## src/rtl/bist_pkg.sv

```systemverilog
// ----------------------------------------------------------------------------
// bist_pkg : shared state encoding, default polynomials and run-length helper.
// Rev 1.0
// ----------------------------------------------------------------------------
`default_nettype none

package bist_pkg;

   typedef enum logic [2:0] {
      ST_IDLE    = 3'd0,
      ST_INIT    = 3'd1,
      ST_SHIFT   = 3'd2,
      ST_CAPTURE = 3'd3,
      ST_UNLOAD  = 3'd4,
      ST_COMPARE = 3'd5,
      ST_DONE    = 3'd6
   } bist_state_e;

   localparam logic [7:0]  C_DEF_LFSR_POLY = 8'hB8;
   localparam logic [15:0] C_DEF_MISR_POLY = 16'hB400;

   // Cycles from the start-sampling edge until bist_end is high.
   function automatic int bist_run_cycles(input int scan_len, input int n_patterns);
      return 1 + n_patterns * (scan_len + 1) + scan_len + 1;
   endfunction

endpackage

`default_nettype wire

```

## src/rtl/bist_misr_p.sv

```systemverilog
// ----------------------------------------------------------------------------
// bist_misr_p : parametrised MISR with step enable and synchronous clear.
// Rev 1.0
// ----------------------------------------------------------------------------
`default_nettype none

module bist_misr_p
   import bist_pkg::*;
#(
   parameter int           W    = 16,
   parameter logic [W-1:0] POLY = W'(C_DEF_MISR_POLY)
) (
   input  logic         clock,
   input  logic         reset,
   input  logic         clr,
   input  logic         en,
   input  logic [W-1:0] d,
   output logic [W-1:0] sig
);

   logic [W-1:0] sig_q;
   logic [W-1:0] sig_d;

   always_comb begin
      sig_d = sig_q;
      if (clr) begin
         sig_d = '0;
      end else if (en) begin
         sig_d = {sig_q[W-2:0], ^(sig_q & POLY)} ^ d;
      end
   end

   always_ff @(posedge clock or posedge reset) begin
      if (reset) begin
         sig_q <= '0;
      end else begin
         sig_q <= sig_d;
      end
   end

   assign sig = sig_q;

endmodule

`default_nettype wire

```

## src/rtl/bist_engine.sv

```systemverilog
// ----------------------------------------------------------------------------
// bist_engine : LFSR pattern source, scan shift/capture sequencer, MISR check.
// Rev 1.0
// ----------------------------------------------------------------------------
`default_nettype none

module bist_engine
   import bist_pkg::*;
#(
   parameter int                N_IN       = 4,
   parameter int                N_OUT      = 4,
   parameter int                LFSR_W     = 8,
   parameter logic [LFSR_W-1:0] LFSR_POLY  = LFSR_W'(C_DEF_LFSR_POLY),
   parameter logic [LFSR_W-1:0] LFSR_SEED  = LFSR_W'(8'hFF),
   parameter int                MISR_W     = 16,
   parameter logic [MISR_W-1:0] MISR_POLY  = MISR_W'(C_DEF_MISR_POLY),
   parameter int                SCAN_LEN   = 8,
   parameter int                N_PATTERNS = 16,
   parameter logic [MISR_W-1:0] GOLDEN_SIG = '0
) (
   input  logic              clock,
   input  logic              reset,
   input  logic              bist_start,
   input  logic              bist_abort,
   input  logic [N_IN-1:0]   func_in,
   output logic [N_IN-1:0]   cut_in,
   input  logic [N_OUT-1:0]  cut_out,
   output logic              scan_en,
   output logic              scan_in,
   input  logic              cut_scan_out,
   output logic              bist_running,
   output logic              bist_end,
   output logic              pass_fail,
   output logic [MISR_W-1:0] signature
);

   if (N_IN > LFSR_W) begin : g_chk_n_in
      $error("bist_engine: N_IN must not exceed LFSR_W");
   end
   if (N_OUT + 1 > MISR_W) begin : g_chk_n_out
      $error("bist_engine: N_OUT+1 must not exceed MISR_W");
   end
   if (SCAN_LEN < 1) begin : g_chk_scan_len
      $error("bist_engine: SCAN_LEN must be at least 1");
   end
   if (N_PATTERNS < 1) begin : g_chk_n_patterns
      $error("bist_engine: N_PATTERNS must be at least 1");
   end

   localparam int SC_W = $clog2(SCAN_LEN + 1);
   localparam int PC_W = $clog2(N_PATTERNS + 1);
   localparam logic [SC_W-1:0] C_SHIFT_LAST = SC_W'(SCAN_LEN - 1);
   localparam logic [PC_W-1:0] C_PAT_LAST   = PC_W'(N_PATTERNS - 1);

   bist_state_e       state_q, state_d;
   logic [LFSR_W-1:0] lfsr_q, lfsr_d, lfsr_step;
   logic [SC_W-1:0]   shift_cnt_q, shift_cnt_d;
   logic [PC_W-1:0]   pat_cnt_q, pat_cnt_d;
   logic              pass_fail_q, pass_fail_d;
   logic              misr_en, misr_clr;
   logic [MISR_W-1:0] misr_din, misr_sig;

   assign lfsr_step = {lfsr_q[LFSR_W-2:0], ^(lfsr_q & LFSR_POLY)};
   assign misr_din  = MISR_W'({cut_out, cut_scan_out});

   always_comb begin
      state_d     = state_q;
      lfsr_d      = lfsr_q;
      shift_cnt_d = shift_cnt_q;
      pat_cnt_d   = pat_cnt_q;
      pass_fail_d = pass_fail_q;
      scan_en     = 1'b0;
      scan_in     = 1'b0;
      misr_en     = 1'b0;
      misr_clr    = 1'b0;

      case (state_q)
         ST_IDLE, ST_DONE: begin
            if (bist_start) begin
               state_d     = ST_INIT;
               pass_fail_d = 1'b0;
            end
         end
         ST_INIT: begin
            lfsr_d      = LFSR_SEED;
            misr_clr    = 1'b1;
            shift_cnt_d = '0;
            pat_cnt_d   = '0;
            state_d     = ST_SHIFT;
         end
         ST_SHIFT: begin
            scan_en = 1'b1;
            scan_in = lfsr_q[LFSR_W-1];
            lfsr_d  = lfsr_step;
            misr_en = 1'b1;
            if (shift_cnt_q == C_SHIFT_LAST) begin
               shift_cnt_d = '0;
               state_d     = ST_CAPTURE;
            end else begin
               shift_cnt_d = shift_cnt_q + SC_W'(1);
            end
         end
         ST_CAPTURE: begin
            lfsr_d  = lfsr_step;
            misr_en = 1'b1;
            if (pat_cnt_q == C_PAT_LAST) begin
               state_d = ST_UNLOAD;
            end else begin
               pat_cnt_d = pat_cnt_q + PC_W'(1);
               state_d   = ST_SHIFT;
            end
         end
         ST_UNLOAD: begin
            // Flush the last captured response; the LFSR stays frozen here.
            scan_en = 1'b1;
            misr_en = 1'b1;
            if (shift_cnt_q == C_SHIFT_LAST) begin
               shift_cnt_d = '0;
               state_d     = ST_COMPARE;
            end else begin
               shift_cnt_d = shift_cnt_q + SC_W'(1);
            end
         end
         ST_COMPARE: begin
            pass_fail_d = (misr_sig == GOLDEN_SIG);
            state_d     = ST_DONE;
         end
         default: begin
            state_d = ST_IDLE;
         end
      endcase

      // Abort wins over everything, including a same-cycle start.
      if (bist_abort) begin
         state_d     = ST_IDLE;
         pass_fail_d = 1'b0;
         shift_cnt_d = '0;
         pat_cnt_d   = '0;
      end
   end

   always_ff @(posedge clock or posedge reset) begin
      if (reset) begin
         state_q     <= ST_IDLE;
         lfsr_q      <= LFSR_SEED;
         shift_cnt_q <= '0;
         pat_cnt_q   <= '0;
         pass_fail_q <= 1'b0;
      end else begin
         state_q     <= state_d;
         lfsr_q      <= lfsr_d;
         shift_cnt_q <= shift_cnt_d;
         pat_cnt_q   <= pat_cnt_d;
         pass_fail_q <= pass_fail_d;
      end
   end

   bist_misr_p #(
      .W    (MISR_W),
      .POLY (MISR_POLY)
   ) u_misr (
      .clock (clock),
      .reset (reset),
      .clr   (misr_clr),
      .en    (misr_en),
      .d     (misr_din),
      .sig   (misr_sig)
   );

   assign bist_running = (state_q == ST_INIT)    || (state_q == ST_SHIFT)  ||
                         (state_q == ST_CAPTURE) || (state_q == ST_UNLOAD) ||
                         (state_q == ST_COMPARE);
   assign bist_end     = (state_q == ST_DONE);
   assign pass_fail    = pass_fail_q;
   assign signature    = misr_sig;
   assign cut_in       = bist_running ? lfsr_q[N_IN-1:0] : func_in;

endmodule

`default_nettype wire

```

## config.mk

```make
export PLATFORM = sky130hd
export DESIGN_NAME = bist_engine
export DESIGN_NICKNAME = d
export VERILOG_FILES = /design/src/rtl/bist_pkg.sv /design/src/rtl/bist_misr_p.sv /design/src/rtl/bist_engine.sv
export SDC_FILE = /design/constraint.sdc
export NUM_CORES = 1
export LEC_CHECK = 0
export BUFFER_PORTS_ARGS = -buffer_cell sky130_fd_sc_hd__buf_2
export CAP_MARGIN = 30
export CORE_AREA = 2 2 68 70
export DETAILED_ROUTE_END_ITERATION = 10
export DIE_AREA = 0 0 70 72
export PLACE_DENSITY = 0.89
export SLEW_MARGIN = 10
export SYNTH_ARGS = -nofsm -noshare
export SYNTH_HDL_FRONTEND = slang
export SYNTH_SLANG_ARGS = --single-unit
```

## constraint.sdc

```tcl
create_clock -name clock -period 1.9 [get_ports clock]
set_clock_uncertainty 0.05 [all_clocks]
set_input_delay 0.095 -clock clock [delete_from_list [all_inputs] [get_ports clock]]
set_output_delay 0.095 -clock clock [all_outputs]
set_load 0.05 [all_outputs]
```

Word-level counts from Yosys, hierarchy flattened
Index checks and enable logic that the tools add are counted.

cells by class
  add/sub/neg operators = 2
  equal/unequal tests = 12
  multiplexer cells = 23
  bitwise logic cells = 1
  reduce and logical (&&, ||, !) cells = 20

operator list
  cell                 count
  $mux 16              2
  $pmux 3 s6           1
  $logic_not 16->1     1
  $pmux 8 s2           1
  $reduce_xor 16->1    1
  $xor 16x5->16        1
  $mux 3               5
  $mux 4               3
  $ne 3x3->1 const B   4
  $mux 5               2
  $pmux 5 s2           1
  $eq 3x3->1 const B   3
  $reduce_bool 3->1    3
  $pmux 4 s2           1
  $reduce_xor 8->1     1
  $eq 3x2->1 const B   2
  $mux 1               6
  $reduce_or 2->1      3
  $add 5x1->5 const B  1
  $eq 5x4->1 const B   1
  $add 4x1->4 const B  1
  $eq 4x3->1 const B   1
  $logic_or 1x1->1     4
  $reduce_and 2->1     2
  6 further kinds      7

word-level totals
  register bits after elaboration = 37
  bits of input ports = 13
  logic and storage cells = 64

Logic depth before layout (Yosys ltp)
  depth in word-level cells = 6
  gate-level depth with buffers = 8
  gate-level depth less buffers = 7

Cells and area by module
Synthesis repeated with hierarchy kept, for this count alone.

unflattened totals
  cells, all modules = 226
  area, all modules = 2190.9 µm²

by module, submodules not included
  module       instances  cells an instance  area an instance (µm²)
  bist_engine  1          152                1393.8
  bist_misr_p  1          74                 797.0

Worst setup path before layout
OpenSTA, ideal clock, no wires.

  path kind = reg2out
  start point = reg state_q[2]
  end point = out scan_in
  data arrival time = 2.055 ns
  required time = 1.755 ns
  slack = -0.300 ns
  cell stages (with the launch flop) = 5
  path buffers = 2
  path through = dfrtp_1 buf_4 nand2b_1 buf_2 nor3b_1

on the way
  cells in the longest elaborated chain, start to end = 2

RTL lines
  what                      RTL line            RTL
  start: declaration        bist_engine.sv:55   bist_state_e state_q, state_d;
  start signal: assignment  bist_engine.sv:150  state_q <= state_d;
  $eq 3x2->1                bist_engine.sv:77   case (state_q)
  $mux 1                    bist_engine.sv:77
  end: declaration          bist_engine.sv:29   output logic scan_in,

No other way between the ends.

Worst setup path in the final report
  start point = reg state_q[1]
  end point = out cut_in[2]

on the way
  cells in the longest elaborated chain, start to end = 6
  elaborated cells between the ends (all ways) = 10
  classes of those cells = eq/ne: 5; mux: 1; reduce/logical: 4

RTL lines
  what                                             RTL line            RTL
  $eq 3x1->1 / $eq 3x2->1 (equally long branches)  bist_engine.sv:170  assign bist_running = (state_q == ST_INIT) || (state_q == ST_SHIFT) ||
  $logic_or 1x1->1 (2 in a row)                    bist_engine.sv:170
  $logic_or 1x1->1                                 bist_engine.sv:171  (state_q == ST_CAPTURE) || (state_q == ST_UNLOAD) ||
  $logic_or 1x1->1 *                               bist_engine.sv:171
  $mux 4 *                                         bist_engine.sv:176  assign cut_in = bist_running ? lfsr_q[N_IN-1:0] : func_in;
  end: declaration                                 bist_engine.sv:26   output logic [N_IN-1:0] cut_in,

Every way passes the cells marked *; elsewhere a longest branch is shown, timed or not.

==> impl_metrics.py <==
metrics = {
    "run_status": {
        "status": "finished, final reports clean",
    },
    "worst_setup_path": {
        "path_class": "reg2out",
        "end_kind": "output port",
        "crit_path_start_kind": "register",
        "r2r_cells": 7,
        "crit_required_ns": 1.75,
        "crit_buf_inv": 2,
        "critPathArrivalTime_ns": 1.72,
        "startpoint": "state_q[1]",
        "cp_num_cells": 5,
        "r2r-start": "pat_cnt_q[0]",
        "cp_slowest_cell": "dfrtp_1",
        "cp_max_fo": 5,
        "critPathMaxStageDelay_ns": 0.42,
        "crit_chain": "buf_6, nor2_1, a21boi_4, mux2_2, buf_4",
        "critical_path.top_delay_family": "flip-flops",
    },
    "pwr": {
        "p_leak_nw": 1.25,
        "power_density_nw_per_um2": 778,
        "max-vdd-ir-drop_v": 0.000454,
    },
    "yosys": {
        "yosysTopAreaCellShare_pct": 30.6,
        "yosys_register_bits": 37,
        "synth_area_leaders": "dfrtp_1 31%, dfstp_2 8.9%, o21ai_0 6.7%, nand2_1 4.0%, xnor2_1 3.7%",
        "syn_nets": 290,
        "yosysWarningCount": 0,
        "synth_commonest_cells": "32 x o21ai_0, 29 x dfrtp_1, 25 x nand2_1, 22 x nor2_1",
        "ys_seq_area_share_pct": 39.4,
        "synth.distinct_cells": 53,
        "yosys.cell_count.top_type": "o21ai_0",
        "synth-edff-count": 0,
        "synthMuxAreaShare_pct": 2.79,
        "synth_area_per_cell_um2": 8.70,
        "synth_top_cell_by_area": "dfrtp_1",
        "synth_top_family_by_area": "simple AND/OR/NAND/NOR gates",
        "synth-xor-area-share_pct": 4.79,
        "yosys.area_share.simple_pct": 22.6,
        "yosys.area_share.adder_pct": 2.11,
        "synthesis.instances": 273,
        "ys.flop_type": "dfrtp_1",
        "synth_compound_gate_area_share_pct": 22.4,
        "synth_area_um2": 2370,
        "ys_async_sr_fraction_pct": 100,
    },
    "finish": {
        "area_growth_pct": 18.3,
        "nets": 328,
        "diodes": 0,
        "nFillCells": 348,
        "fin_area_um2": 2810,
        "layout-drive-gt1-share_pct": 26.9,
    },
    "clocking": {
        "cts_root_buf": "clkbuf_8",
        "cts_max_level": 2,
        "cts_tree": "done",
        "clk_pin_slew_worst_paths_ns": 0.08,
        "clk_latency_ns": 0.29,
        "cts_buffer_depth": 2,
        "cts_made_buffers": 5,
        "clock-sinks": 37,
    },
    "hold_path": {
        "hold_depth": 2,
        "worstHoldPathType": "in2reg",
        "worstHoldStart": "bist_abort",
    },
    "grt": {
        "grt_pass1_wl_um": 9140,
        "grt_max_degree": 40,
        "grt_remaining_overflow": 0,
        "grt_pass1_vias": 1992,
        "grt_antenna_before_repair": 0,
        "grtUsageTotal_pct": 22.8,
    },
    "detailed_routing": {
        "wire_per_inst_um": 15.5,
        "viasPerCell": 6.01,
        "firstDrtPassIters": 5,
        "drtAntennaViolNets": 0,
        "drc": 0,
        "wl_met3_um": 324,
        "drt_wl_total_um": 5650,
        "routed.top_layer": "met4",
        "vias": 2188,
        "wl_met1_um": 2570,
        "drtIter0Drc": 209,
        "met2_length_um": 2650,
    },
    "sta": {
        "post-route-min-period_ns": 1.86,
        "fmax_mhz": 536,
        "hold_violations": 0,
        "tightest_slew_ns": 0.562,
        "finalCritPeriodShare_pct": 98.1,
        "setup_viol": 0,
        "slew_headroom_pct": 62.4,
        "drv_slew": 0,
        "whs_ns": 0.107,
    },
    "placement": {
        "placed_cell_area_um2": 2610,
        "gp_congestion": 0.824,
        "io_buffers": 37,
        "dp_hpwl_um": 3620,
    },
    "die": {
        "die_x_um": 70,
        "pin_count": 38,
        "std_cell_rows": 24,
        "die_h_um": 72,
        "core_um2": 4260,
        "initial_utilization_pct": 55.7,
        "dieArea_um2": 5040,
    },
    "flow_run": {
        "drv_cap": 0,
    },
}
==> metal layers <==
metal | vias up | track usage (%)
met2 | 79 | 35.4
met4 | 0 | 10.0
li1 | 1056 | -
met3 | 11 | 6.25
met1 | 1042 | 30.1
met5 | - | 0
==> logic make-up (layout without fill, tap and decap cells) <==
family,after synthesis,after routing
flip-flops,37,37
buffers and inverters,29,68
adder cells (fa/ha/maj),4,4
XOR/XNOR,13,13
AND/OR/NAND/NOR,105,105
AO/OA/AOI/OAI,79,79
multiplexers,6,6
==> path summary, 6_finish.rpt <==
path                       slack (ns)             end
hold / removal                   0.11    pat_cnt_q[3]
min in group asynchronous        0.42    pat_cnt_q[2]
setup / recovery                 0.04       cut_in[2]
hold reg to reg                  0.47       lfsr_q[6]
setup reg to reg                 0.10    pat_cnt_q[3]
max in group asynchronous        1.02  u_misr.sig[13]
==> timing repair <==
action                     4_1_cts  5_1_grt
hold buffers                     1        0
buffers inserted                 0        5
pin swaps                        1        2
hold endpoints to repair        29        0
setup endpoints to repair        5       10
gates resized for setup          6        9
==> power by group <==
part / internal, mW / leakage, nW / total (mW) / switching [mW]
Sequential: 0.866 / 0.479 / 0.951 / 0.0844
Combinational: 0.222 / 0.720 / 0.621 / 0.400
Clock: 0.328 / 0.0542 / 0.614 / 0.286
Total: 1.42 / 1.25 / 2.19 / 0.770
==> layout by cell type, fill, tap and decap left out, types with 3 or more instances in the layout <==
cell type	synthesis	routed
a2111oi_0	3	3
a21oi_1	8	8
a221o_1	4	4
a22oi_1	4	4
and2_1	9	9
buf_2	10	32
buf_4	3	14
buf_6	1	4
clkbuf_8	0	7
dfrtp_1	29	27
dfstp_2	8	8
ha_1	4	3
inv_1	7	7
mux2_2	5	5
nand2_1	25	24
nand3_1	12	12
nor2_1	22	22
nor2b_1	12	12
nor3_1	5	5
nor4_1	3	3
o21ai_0	32	32
o22a_1	8	8
xnor2_1	10	10
xor2_1	3	3
==> flip-flops by register name, indices dropped and copies added, names as in the netlist <==
name and cells:
lfsr_q 8, pass_fail 1, state_q 3, u_misr.sig 16
shift_cnt_q 4, pat_cnt_q 5
==> worst reg2reg max path, cell delays in order (launching register included) <==
cell and delay [ns]:
dfrtp_1 0.41, ha_2 0.21, and3_1 0.18, ha_1 0.19, nand4b_1 0.18, mux2_2 0.28, a22oi_1 0.14, nor2_1 0.06
==> cell type report <==
type / instances / area [um2] / share of cell area, %
clock buffer: 7 / 96.3 / 3.43
clock inverter: 1 / 5.00 / 0.178
inverter: 8 / 30.0 / 1.07
multi-input combinational: 207 / 1330 / 47.5
sequential: 37 / 938 / 33.4
tap: 52 / 65.1 / 2.32
timing repair buffer: 52 / 340 / 12.1
==> stage by stage <==
| stage | power (mW) | util, % | setup WS (ns) | std cells | TNS [ns] |
|---|---|---|---|---|---|
| floorplan | 1.40 | - | 0.0938 | 273 | 0 |
| global placement | 1.53 | 61.2 | 0.106 | 350 | 0 |
| detailed placement | 1.55 | 61.2 | 0.0128 | 350 | 0 |
| CTS | 2.18 | 64.3 | 0.0107 | 359 | 0 |
| global route | 2.30 | 65.9 | -0.00998 | 364 | -0.0269 |
| finish | 2.19 | 65.9 | 0.0357 | 364 | 0 |
No activity file was read; power rests on OpenSTA's default activity.
